--- src/rtl/ew_pad_mux_pkg.sv ---
// Shared types and helpers for the ew_pad_mux pad-sharing block.
package ew_pad_mux_pkg;

    typedef enum logic [1:0] {
        HALT   = 2'd0,
        SETTLE = 2'd1,
        ACTIVE = 2'd2,
        DRAIN  = 2'd3
    } state_t;

    function automatic int sel_width(input int num_designs);
        return $clog2(num_designs + 1);
    endfunction

    // The loopback mode sits one index past the last real design.
    function automatic int loopback_index(input int num_designs);
        return num_designs;
    endfunction

endpackage

--- src/rtl/ew_sync.sv ---
// Single-bit multi-stage synchroniser with asynchronous active-low reset.
module ew_sync #(
    parameter int STAGES = 2
) (
    input  logic clk,
    input  logic rst_n,
    input  logic d,
    output logic q
);

    logic [STAGES-1:0] chain_r;

    // Shift the asynchronous input through the flop chain.
    always_ff @(posedge clk or negedge rst_n) begin
        if (!rst_n) begin
            chain_r <= '0;
        end else begin
            chain_r <= {chain_r[STAGES-2:0], d};
        end
    end

    assign q = chain_r[STAGES-1];

endmodule

--- src/rtl/ew_pad_mux.sv ---
// Glitch-free pad sharing between NUM_DESIGNS user designs with guarded switching.
// Optional loopback test mode: define EW_PAD_MUX_LOOPBACK_EN.
module ew_pad_mux
    import ew_pad_mux_pkg::*;
#(
    parameter int NUM_DESIGNS  = 4,
    parameter int PADS         = 9,
    parameter int GUARD_CYCLES = 8,
    parameter int SYNC_STAGES  = 2,
    parameter int SEL_W        = sel_width(NUM_DESIGNS)
) (
    input  logic                        i_clk,
    input  logic                        i_reset_n,
    input  logic                        i_la_invalid,
    input  logic                        i_sel_lock_a,
    input  logic                        i_sel_lock_b,
    input  logic [SEL_W-1:0]            i_sel,
    input  logic [PADS-1:0]             i_pad_in,
    output logic [PADS-1:0]             o_pad_out,
    output logic [PADS-1:0]             o_pad_oeb,
    input  logic [NUM_DESIGNS*PADS-1:0] i_dsn_out,
    input  logic [NUM_DESIGNS*PADS-1:0] i_dsn_oeb,
    output logic [NUM_DESIGNS*PADS-1:0] o_dsn_in,
    output logic [NUM_DESIGNS-1:0]      o_dsn_reset,
    output logic [SEL_W-1:0]            o_active,
    output logic                        o_switching
);

    localparam int                CNT_W      = $clog2(GUARD_CYCLES + 1);
    localparam logic [CNT_W-1:0]  CNT_FIRST  = CNT_W'(GUARD_CYCLES - 1);
    // The post-drain settle runs one clock longer so a full switch costs 2*GUARD+1.
    localparam logic [CNT_W-1:0]  CNT_RELOAD = CNT_W'(GUARD_CYCLES);
    localparam logic [SEL_W-1:0]  LB_SEL     = SEL_W'(loopback_index(NUM_DESIGNS));

    logic              la_invalid_s;
    logic              lock_a_s;
    logic              lock_b_s;
    logic [SEL_W-1:0]  sel_s;
    logic              lock_ok_s;
    logic              sel_ok_s;

    state_t                 state_r;
    logic [SEL_W-1:0]       active_r;
    logic [CNT_W-1:0]       cnt_r;
    logic [NUM_DESIGNS-1:0] dsn_reset_r;
    logic [NUM_DESIGNS-1:0] release_s;
    logic [PADS-1:0]        pad_out_s;
    logic [PADS-1:0]        pad_oeb_s;
    logic [NUM_DESIGNS*PADS-1:0] dsn_in_s;

    ew_sync #(.STAGES(SYNC_STAGES)) u_sync_invalid (
        .clk(i_clk), .rst_n(i_reset_n), .d(i_la_invalid), .q(la_invalid_s)
    );
    ew_sync #(.STAGES(SYNC_STAGES)) u_sync_lock_a (
        .clk(i_clk), .rst_n(i_reset_n), .d(i_sel_lock_a), .q(lock_a_s)
    );
    ew_sync #(.STAGES(SYNC_STAGES)) u_sync_lock_b (
        .clk(i_clk), .rst_n(i_reset_n), .d(i_sel_lock_b), .q(lock_b_s)
    );

    for (genvar b = 0; b < SEL_W; b++) begin : g_sel_sync
        ew_sync #(.STAGES(SYNC_STAGES)) u_sync_sel (
            .clk(i_clk), .rst_n(i_reset_n), .d(i_sel[b]), .q(sel_s[b])
        );
    end

    assign lock_ok_s = (lock_a_s != lock_b_s) && !la_invalid_s;

`ifdef EW_PAD_MUX_LOOPBACK_EN
    assign sel_ok_s = (sel_s <= LB_SEL);

    logic [PADS-1:0] loop_r;

    // Low pads echo the upper pads one clock late; never a pad onto itself.
    always_ff @(posedge i_clk or negedge i_reset_n) begin
        if (!i_reset_n) begin
            loop_r <= '0;
        end else begin
            loop_r <= i_pad_in >> (PADS - PADS / 2);
        end
    end
`else
    assign sel_ok_s = (sel_s < LB_SEL);
`endif

    // Reset mask applied on entry to ACTIVE: only the selected real design runs.
    always_comb begin
        release_s = '1;
        for (int d = 0; d < NUM_DESIGNS; d++) begin
            if (active_r == SEL_W'(d)) begin
                release_s[d] = 1'b0;
            end else begin
                release_s[d] = 1'b1;
            end
        end
    end

    // Switch sequencer: HALT -> SETTLE -> ACTIVE -> DRAIN -> SETTLE ...
    always_ff @(posedge i_clk or negedge i_reset_n) begin
        if (!i_reset_n) begin
            state_r     <= HALT;
            active_r    <= '0;
            cnt_r       <= '0;
            dsn_reset_r <= '1;
        end else begin
            case (state_r)
                HALT: begin
                    dsn_reset_r <= '1;
                    if (lock_ok_s && sel_ok_s) begin
                        active_r <= sel_s;
                        cnt_r    <= CNT_FIRST;
                        state_r  <= SETTLE;
                    end
                end
                SETTLE: begin
                    if (!lock_ok_s) begin
                        state_r     <= HALT;
                        dsn_reset_r <= '1;
                    end else if (cnt_r == '0) begin
                        state_r     <= ACTIVE;
                        dsn_reset_r <= release_s;
                    end else begin
                        cnt_r <= cnt_r - CNT_W'(1);
                    end
                end
                ACTIVE: begin
                    if (!lock_ok_s) begin
                        state_r     <= HALT;
                        dsn_reset_r <= '1;
                    end else if (sel_ok_s && (sel_s != active_r)) begin
                        state_r     <= DRAIN;
                        dsn_reset_r <= '1;
                        cnt_r       <= CNT_FIRST;
                    end
                end
                DRAIN: begin
                    if (!lock_ok_s) begin
                        state_r <= HALT;
                    end else if (cnt_r == '0) begin
                        if (sel_ok_s) begin
                            active_r <= sel_s;
                        end
                        cnt_r   <= CNT_RELOAD;
                        state_r <= SETTLE;
                    end else begin
                        cnt_r <= cnt_r - CNT_W'(1);
                    end
                end
                default: begin
                    state_r     <= HALT;
                    dsn_reset_r <= '1;
                end
            endcase
        end
    end

    // Pad routing depends only on registered state, so it cannot glitch mid-switch.
    always_comb begin
        pad_out_s = '0;
        pad_oeb_s = '1;
        dsn_in_s  = '0;
        if (state_r == ACTIVE) begin
            for (int d = 0; d < NUM_DESIGNS; d++) begin
                if (active_r == SEL_W'(d)) begin
                    pad_out_s              = i_dsn_out[d*PADS +: PADS];
                    pad_oeb_s              = i_dsn_oeb[d*PADS +: PADS];
                    dsn_in_s[d*PADS +: PADS] = i_pad_in;
                end else begin
                    dsn_in_s[d*PADS +: PADS] = '0;
                end
            end
`ifdef EW_PAD_MUX_LOOPBACK_EN
            if (active_r == LB_SEL) begin
                pad_out_s = loop_r;
                pad_oeb_s = ~({PADS{1'b1}} >> (PADS / 2));
            end else begin
                pad_out_s = pad_out_s;
            end
`endif
        end else begin
            pad_out_s = '0;
        end
    end

    assign o_pad_out   = pad_out_s;
    assign o_pad_oeb   = pad_oeb_s;
    assign o_dsn_in    = dsn_in_s;
    assign o_dsn_reset = dsn_reset_r;
    assign o_active    = active_r;
    assign o_switching = (state_r != ACTIVE);

endmodule
--- config.mk ---
export PLATFORM = sky130hd
export DESIGN_NAME = ew_pad_mux
export DESIGN_NICKNAME = d
export VERILOG_FILES = /design/src/rtl/ew_pad_mux_pkg.sv /design/src/rtl/ew_sync.sv /design/src/rtl/ew_pad_mux.sv
export SDC_FILE = /design/constraint.sdc
export NUM_CORES = 1
export LEC_CHECK = 0
export ABC_AREA = 1
export CAP_MARGIN = 20
export CELL_PAD_IN_SITES_DETAIL_PLACEMENT = 0
export CELL_PAD_IN_SITES_GLOBAL_PLACEMENT = 1
export CORE_MARGIN = 2
export CORE_UTILIZATION = 24
export DETAILED_ROUTE_END_ITERATION = 6
export PLACE_DENSITY = 0.93
export SLEW_MARGIN = 20
export SYNTH_ARGS = -nofsm -noshare
export SYNTH_HDL_FRONTEND = slang
export SYNTH_SLANG_ARGS = --single-unit
--- constraint.sdc ---
create_clock -name i_clk -period 2 [get_ports i_clk]
set_input_delay 0.4 -clock i_clk [delete_from_list [all_inputs] [get_ports i_clk]]
set_output_delay 0.4 -clock i_clk [all_outputs]
set_load 0.03 [all_outputs]
# Yosys cells after proc, flatten, opt, wreduce, memory -nomap -nowiden
# Cells that the tools add are included.
# word_totals
register_bits	25
out_inout_bits	62
inputBits	89
wordCells	90
# op_classes
mux	45
addsub	1
magnitude_cmp	1
eq_ne	20
n_reduce_logical	13
# op_table
cell	count
$mux W9	14
$mux W4	11
$mux W36	1
$ne A2 B2 Y1 const B	9
$pmux W4 S4	1
$mux W2	7
$mux W3	4
$pmux W4 S3	1
$ne A3 B3 Y1 const B	3
$pmux W2 S4	1
$eq A3 B2 Y1 const B	2
$pmux W3 S2	1
$reduce_and A6 Y1	1
$reduce_and A5 Y1	1
$eq A2 B2 Y1 const B	2
$logic_not A4 Y1	1
$mux W1	4
$reduce_and A4 Y1	1
$sub A4 B1 Y4 const B	1
$eq A3 B1 Y1 const B	1
$logic_and A1 B1 Y1	3
$logic_not A3 Y1	1
$lt A3 B3 Y1 const B	1
$ne A3 B3 Y1	1
other kinds (7)	7

# Depth between registers and ports, before layout
# Gate-level depths: netlist of the first run.
# depth
ltp_word	6
mapped_depth	10
depth_no_buf	10

# Cells and area by module
# Synthesis of the first run repeated with hierarchy kept, for this count alone.
# unflattened
hier_cells	305
hier_area_um2	1951.9
# modules_own_cells
mod	seq_area_each_um2	cells_each	area_per_inst_um2	instances
ew_pad_mux	330.3	293	1651.6	1
ew_sync	50.0	2	50.0	6

# Worst setup path before layout of the first run
# OpenSTA, ideal clock, no wires.
# synth_path
path_type	reg-to-output
from	register active_r[1] (netlist: o_active[1])
to	output port o_pad_out[0]
required_time_ps	1600
path_buffers	2
path_slack_ps	-88
arrival_ps	1688
stages_incl_launch_ff	8
path_cell_list	dfrtp_1 -> buf_6 -> nor3_4 -> buf_4 -> nand2_1 -> nand3_1 -> o21ai_1 -> a21oi_1
# synth_between
elab_chain_len	6
elab_cells_between_ends	9
classes_between	eq/ne (3); mux (5); reduce/logical (1)
# synth_lines
element	line	text
start, declared	ew_pad_mux.sv:43	logic [SEL_W-1:0] active_r;
start signal, assigned	ew_pad_mux.sv:110	active_r <= sel_s;
start signal, assigned	ew_pad_mux.sv:141	active_r <= sel_s;
$logic_not A3 Y1	ew_pad_mux.sv:164	if (active_r == SEL_W'(d)) begin
$mux W9 (3 in a row)	ew_pad_mux.sv:164	
$mux W9 *	ew_pad_mux.sv:164	
$mux W9 *	ew_pad_mux.sv:162	if (state_r == ACTIVE) begin
end, declared	ew_pad_mux.sv:19	output logic [PADS-1:0] o_pad_out,
# Mark *: on every way between the ends. The rest lies on a longest branch, timed or not.

# Worst setup path in the final report of the first run
# layout_path
from	register active_r[0] (netlist: o_active[0])
to	output port o_pad_out[6]
# The elaborated chain is that of the path after synthesis.

==> results.sh, run 1 <==
export IMPL_post_route_util_pct=51.7
export IMPL_setup_viol=23
export IMPL_netlist_area_leader_share_pct=25.5
export IMPL_path_clk_slew_ns=0.09
export IMPL_worstSetupEndpointType="output port"
export IMPL_cts_htree_levels=1
export IMPL_path_cells="inv_4 -> nor3_4 -> buf_12 -> buf_12 -> nand2_2 -> nand3_2 -> o21ai_2 -> a21oi_2 -> buf_6"
export IMPL_cts_sinks=25
export IMPL_critPathSlowestCell="dfrtp_1"
export IMPL_switching_share_pct=50.8
export IMPL_drive_gt1_share_pct=37.1
export IMPL_peakVddDrop_mv=0.513
export IMPL_start_util_pct=24.9
export IMPL_ys_warn_count=0
export IMPL_port_buffers=150
export IMPL_overflow=0
export IMPL_cts_buffer_depth=2
export IMPL_finalWeightedCongestion=0.829
export IMPL_grt_max_degree=26
export IMPL_path_common_cell="buf_12"
export IMPL_slew_violations=0
export IMPL_ys_seq_elements=25
export IMPL_syn_inst=321
export IMPL_syn_to_final_growth_pct=108
export IMPL_final_cell_area_sq_um=4270
export IMPL_dr_first_iter_drc_count=112
export IMPL_postPlaceCellArea_sq_um=3660
export IMPL_synth_area_top_cells="dfrtp_1 (26%), nand2_1 (18%), nor2_1 (9.3%)"
export IMPL_min_path_type="reg -> reg"
export IMPL_fmax_ghz=0.466
export IMPL_leakage_nw=1.88
export IMPL_clk_latency_ns=0.27
export IMPL_rsz0062_at_grt="yes"
export IMPL_post_route_period_util_pct=107
export IMPL_antenna_found_initial=0
export IMPL_dp_slack_ns=0.158
export IMPL_grt_pass1_wl_mm=12.2
export IMPL_skew_ns=0.00462
export IMPL_drt_vias_per_instance=4.61
export IMPL_p_int_mw=2.49
export IMPL_die_w_um=96.6
export IMPL_synth_distinct_cells=27
export IMPL_final_common_cell="clkdlybuf4s50_1"
export IMPL_hold_viol=0
export IMPL_rows=33
export IMPL_grt_pass1_vias=2525
export IMPL_grt_usage_pct=16.9
export IMPL_outcome="complete, but fails checks"
export IMPL_first_pass_iters=4
export IMPL_holdWs_ns=0.357
export IMPL_routedWlPerCell_um=14.5
export IMPL_syn_area_per_cell_sq_um=6.41
export IMPL_tns_ns=-1.71
export IMPL_violations="negative setup slack"
export IMPL_yosysSeqAreaShare_pct=30.7
export IMPL_worst_slack_ns=-0.147
export IMPL_synth_fp_nets=412
export IMPL_diodes=0
export IMPL_p_clk_share_pct=6.2
export IMPL_layout_common_cells="clkdlybuf4s50_1 (95), nand2_1 (88), buf_4 (53), nor2_1 (34), buf_6 (24)"
export IMPL_die_h_um=96.6
export IMPL_remaining_drc_errors=0
export IMPL_place_hpwl_mm=6.38
export IMPL_power_frac_seq_pct=15.2
export IMPL_dp_cells=580
export IMPL_cp_required_ns=1.60
export IMPL_crit_arrival_ns=1.75
export IMPL_setup_worst_path_class="reg -> out"
export IMPL_fin_crit_ns=2.15
export IMPL_max_slew_margin_pct=76.9
export IMPL_vias=2771
export IMPL_numCtsBuffers=3
export IMPL_drv_cap=0
export IMPL_fp_dieArea_sq_um=9330
export IMPL_nFillCells=751
export IMPL_power_density_nw_per_um2=1190
export IMPL_drtAntennaViolNets=0
export IMPL_tightest_slew_ns=0.345
export IMPL_critical_path_max_stage_delay_ns=0.40
export IMPL_final_cells=601
export IMPL_core_sq_um=8260
export IMPL_tritoncts="built"
export IMPL_syn_area_sq_um=2060
export IMPL_finalPower_mw=5.06
export IMPL_num_io_pins=151
export IMPL_nets=588
export IMPL_combPwrFrac_pct=78.5
export IMPL_p_sw_mw=2.57
export IMPL_synth_top_cell_by_area="dfrtp_1"
export IMPL_worstPathMaxFanout=8
export IMPL_cp_start_kind="flip-flop"
export IMPL_wl_mm=8.69
export IMPL_cts_root_buf="clkbuf_8"
[worst paths after layout]
| kind | from | end | slack, ns | cells past startpoint |
|---|---|---|---|---|
| min | g_sel_sync[2].u_sync_sel.chain_r[0] | g_sel_sync[2].u_sync_sel.chain_r[1] | 0.36 | 0 |
| min reg2reg | g_sel_sync[2].u_sync_sel.chain_r[0] | g_sel_sync[2].u_sync_sel.chain_r[1] | 0.36 | 0 |
| max in group asynchronous | i_reset_n | o_dsn_reset[0] | 1.24 | 2 |
| max reg2reg | cnt_r[0] | o_dsn_reset[3] | 0.50 | 7 |
| max | o_active[0] | o_pad_out[6] | -0.15 | 9 |
| min in group asynchronous | i_reset_n | cnt_r[1] | 0.47 | 2 |
[Yosys cell counts]
| master | number |
|---|---|
| nand3_4 | 2 |
| nor2_4 | 3 |
| inv_1 | 18 |
| nand2_4 | 1 |
| o21ai_1 | 13 |
| a31oi_2 | 1 |
| nor3_4 | 1 |
| buf_4 | 3 |
| a21oi_1 | 18 |
| inv_2 | 7 |
| inv_4 | 1 |
| nand2_1 | 101 |
| o21ai_0 | 17 |
| nand3_2 | 3 |
| clkinv_1 | 1 |
| buf_2 | 4 |
| ha_1 | 2 |
| nand2_2 | 5 |
| dfrtp_1 | 21 |
| a31oi_1 | 1 |
| dfstp_2 | 4 |
| a21oi_2 | 2 |
| nor2_1 | 51 |
| buf_6 | 6 |
| nand4_1 | 5 |
| nand3_1 | 29 |
| nor2_2 | 1 |
[power by group through the flow]
stage                     registers (mW)  logic, mW  clock network (mW)
after CTS                          0.780       3.48               0.321
after global placement             0.783       3.00                   0
after global routing               0.795       4.31               0.349
after detailed placement           0.790       3.04                   0
final                              0.770       3.98               0.316
after floorplan                    0.872       1.94                   0
[state kept, by name, summed over array words and instances (netlist names)]
name                           cells
o_active                           3
g_sel_sync.u_sync_sel.chain_r      6
u_sync_lock_a.chain_r              2
o_dsn_reset                        4
state_r                            2
u_sync_lock_b.chain_r              2
cnt_r                              4
u_sync_invalid.chain_r             2
[cell families (layout without fill, tap and decap cells)]
group	after synthesis	count (layout)	share of synthesized area [%]
AO/OA/AOI/OAI	52	52	13.4
adder cells (fa/ha/maj)	2	2	1.22
buffers and inverters	40	215	10.4
flip-flops	25	25	30.7
AND/OR/NAND/NOR	202	202	44.3
[repair_timing]
action,in CTS,in global routing
endpoints found under the hold margin,0,0
hold buffers,0,0
pin swaps,11,17
buffers inserted,9,6
cloned,1,1
gates resized for setup,39,71
endpoints found under the setup margin,39,54
[worst max-delay path: cells and delay by family, from the launching register on]
kind	cells	cell delay [ns]
AO/OA/AOI/OAI	2	0.22
AND/OR/NAND/NOR	3	0.34
buffers and inverters	4	0.52
flip-flops	1	0.40
[metal layers]
layer | vias to the layer above | global-route usage [%] | share of wire (%)
met2 | 98 | 33.6 | 52
met5 | - | 0 | 0
li1 | 1385 | - | -
met3 | 14 | 3.41 | 9.1
met4 | 0 | 3.76 | 1.4
met1 | 1274 | 18.2 | 37
[area by class of cell]
class	count	area (sq um)	area share [%]
Clock buffer	3	41.3	0.967
Clock inverter	1	8.76	0.205
Inverter	27	126	2.96
Multi-Input combinational cell	256	1470	34.5
Sequential cell	25	633	14.8
Tap cell	105	131	3.08
Timing Repair Buffer	183	1850	43.4
Timing Repair inverter	1	5.00	0.117
Note: power is estimated with default switching activity, not from simulation.
==> run 2: changes to the inputs <==
--- a/config.mk
+++ b/config.mk
@@ -9,9 +9,11 @@
 export CAP_MARGIN = 20
 export CELL_PAD_IN_SITES_DETAIL_PLACEMENT = 0
 export CELL_PAD_IN_SITES_GLOBAL_PLACEMENT = 1
+export CORE_ASPECT_RATIO = 1.2
 export CORE_MARGIN = 2
 export CORE_UTILIZATION = 24
 export DETAILED_ROUTE_END_ITERATION = 6
+export HOLD_SLACK_MARGIN = 0.05
 export PLACE_DENSITY = 0.93
 export SLEW_MARGIN = 20
 export SYNTH_ARGS = -nofsm -noshare
==> results.sh, run 2 (same netlist as run 1, synthesis figures left out) <==
export IMPL_outcome="complete, but fails checks"
export IMPL_violations="negative setup slack"
export IMPL_grt_pass1_vias=2541
export IMPL_path_cells="inv_4 -> nand2_4 -> nor2_4 -> buf_12 -> nand2_1 -> nand3_1 -> o21ai_2 -> a21oi_2 -> buf_6"
export IMPL_setup_worst_path_class="reg -> out"
export IMPL_syn_to_final_growth_pct=104
export IMPL_routedWlPerCell_um=13.2
export IMPL_nFillCells=809
export IMPL_nets=587
export IMPL_die_w_um=88.5
export IMPL_worstSetupEndpointType="output port"
export IMPL_final_common_cell="nand2_1"
export IMPL_wl_mm=8.06
export IMPL_leakage_nw=1.87
export IMPL_port_buffers=150
export IMPL_setup_viol=23
export IMPL_worstHoldStart="u_sync_invalid.chain_r[0]"
export IMPL_grt_pass1_wl_mm=11.9
export IMPL_layout_common_cells="nand2_1 (96), clkdlybuf4s50_1 (92), buf_4 (50), nor2_1 (35), buf_6 (31)"
export IMPL_finalWeightedCongestion=0.849
export IMPL_fp_dieArea_sq_um=9330
export IMPL_largest_reg_flops=6
export IMPL_num_io_pins=151
export IMPL_place_hpwl_mm=5.99
export IMPL_cts_buffer_depth=2
export IMPL_path_delay_family="flip-flops"
export IMPL_worst_slack_ns=-0.0698
export IMPL_cp_required_ns=1.60
export IMPL_antenna_found_initial=0
export IMPL_cts_root_buf="clkbuf_8"
export IMPL_rr_startpoint="cnt_r[0]"
export IMPL_path_clk_slew_ns=0.09
export IMPL_max_slew_margin_pct=75.7
export IMPL_multiInputGateArea_sq_um=1410
export IMPL_regArea_sq_um=633
export IMPL_core_sq_um=8470
export IMPL_cts_htree_levels=1
export IMPL_slew_violations=0
export IMPL_drive_gt1_share_pct=34.5
export IMPL_grt_usage_pct=15.7
export IMPL_dp_slack_ns=0.0846
export IMPL_hold_path_depth=0
export IMPL_reg2reg_depth=7
export IMPL_first_pass_iters=5
export IMPL_finalPower_mw=4.83
export IMPL_worstPathMaxFanout=11
export IMPL_drt_vias_per_instance=4.49
export IMPL_post_route_util_pct=49.4
export IMPL_cp_num_buf_inv=3
export IMPL_skew_ns=0.00439
export IMPL_numCtsBuffers=3
export IMPL_die_h_um=105
export IMPL_clk_latency_ns=0.27
export IMPL_rrSetupSlack_ns=0.49
export IMPL_cp_start_kind="flip-flop"
export IMPL_grt_max_degree=30
export IMPL_overflow=0
export IMPL_tightest_slew_ns=0.363
export IMPL_hold_viol=0
export IMPL_remaining_drc_errors=0
export IMPL_peakVddDrop_mv=0.563
export IMPL_worstReg2RegEnd="o_dsn_reset[3]"
export IMPL_rsz0062_at_grt="yes"
export IMPL_critical_path_max_stage_delay_ns=0.47
export IMPL_tritoncts="built"
export IMPL_tns_ns=-0.681
export IMPL_largest_register="g_sel_sync.u_sync_sel.chain_r"
export IMPL_vias=2747
export IMPL_hold_buffers=0
export IMPL_min_path_type="reg -> reg"
export IMPL_rows=37
export IMPL_fin_crit_ns=2.07
export IMPL_crit_arrival_ns=1.67
export IMPL_cts_sinks=25
export IMPL_dr_first_iter_drc_count=76
export IMPL_fmax_ghz=0.483
export IMPL_diodes=0
export IMPL_drtAntennaViolNets=0
export IMPL_hold_end="u_sync_invalid.chain_r[1]"
export IMPL_post_route_period_util_pct=103
export IMPL_drv_cap=0
export IMPL_start_util_pct=24.3
export IMPL_power_density_nw_per_um2=1150
export IMPL_critPathSlowestCell="dfrtp_2"
-- run 2: cell types whose count changed in the layout (fill, tap and decap cells not counted), moves of 4 or more --
cell / delta
nand2_2: -7
buf_12: -5
nand2_1: +8
o21ai_1: +4
buf_6: +7
-- run 2: through the flow --
step	std cells	hold WS, ns	area (sq um)
final	612	0.356	4190
after floorplan	321	0.104	2090
after global routing	612	0.377	4190
after detailed placement	591	0.336	3630
after CTS	605	0.358	3940
after global placement	591	0.332	3630
-- run 2: what timing repair did --
action	4_1_cts	5_1_grt
pin swaps	13	9
gates resized for setup	56	48
setup endpoints to repair	55	56
setup buffers	10	5
endpoints found under the hold margin	0	0
cloned	0	2
-- run 2: metal layers --
layer	wire [um]	share of wire (%)	GRT usage, %	vias to the layer above
li1	-	-	-	1379
met1	3100	38	17.8	1257
met2	4360	54	30.3	101
met3	494	6.1	1.80	10
met4	104	1.3	3.46	0
met5	0	0	0	-
-- run 2: worst max-delay path by stage --
| stage | end | depth (start not counted) | startpoint |
|---|---|---|---|
| finish | o_pad_out[1] | 9 | o_active[2] |
| global route | o_pad_oeb[7] | 8 | o_active[2] |
| CTS | o_pad_out[5] | 9 | o_active[2] |
| detailed placement | o_pad_oeb[3] | 7 | o_active[0] |
| global placement | o_pad_out[8] | 8 | o_active[2] |
| floorplan | o_pad_out[0] | 7 | o_active[1] |
-- run 2: area by class of cell --
class	instances	area share [%]
clock buffer	3	0.986
clock inverter	1	0.209
inverter	27	3.02
multi-input combinational	256	33.8
sequential	25	15.1
tap	117	3.50
timing repair buffer	183	43.4
-- run 2: worst reg2reg max path: stages (launching register included) --
cell,delay [ns]
dfrtp_1,0.40
inv_1,0.13
ha_1,0.20
nand3_1,0.15
a31oi_2,0.33
nand2_2,0.12
nand2_1,0.07
nand2_1,0.05
-- run 2: report_power, final --
group          switching (mW)  internal, mW  total (mW)
registers               0.102         0.667       0.769
clock network           0.166         0.146       0.312
logic                    2.19          1.56        3.75
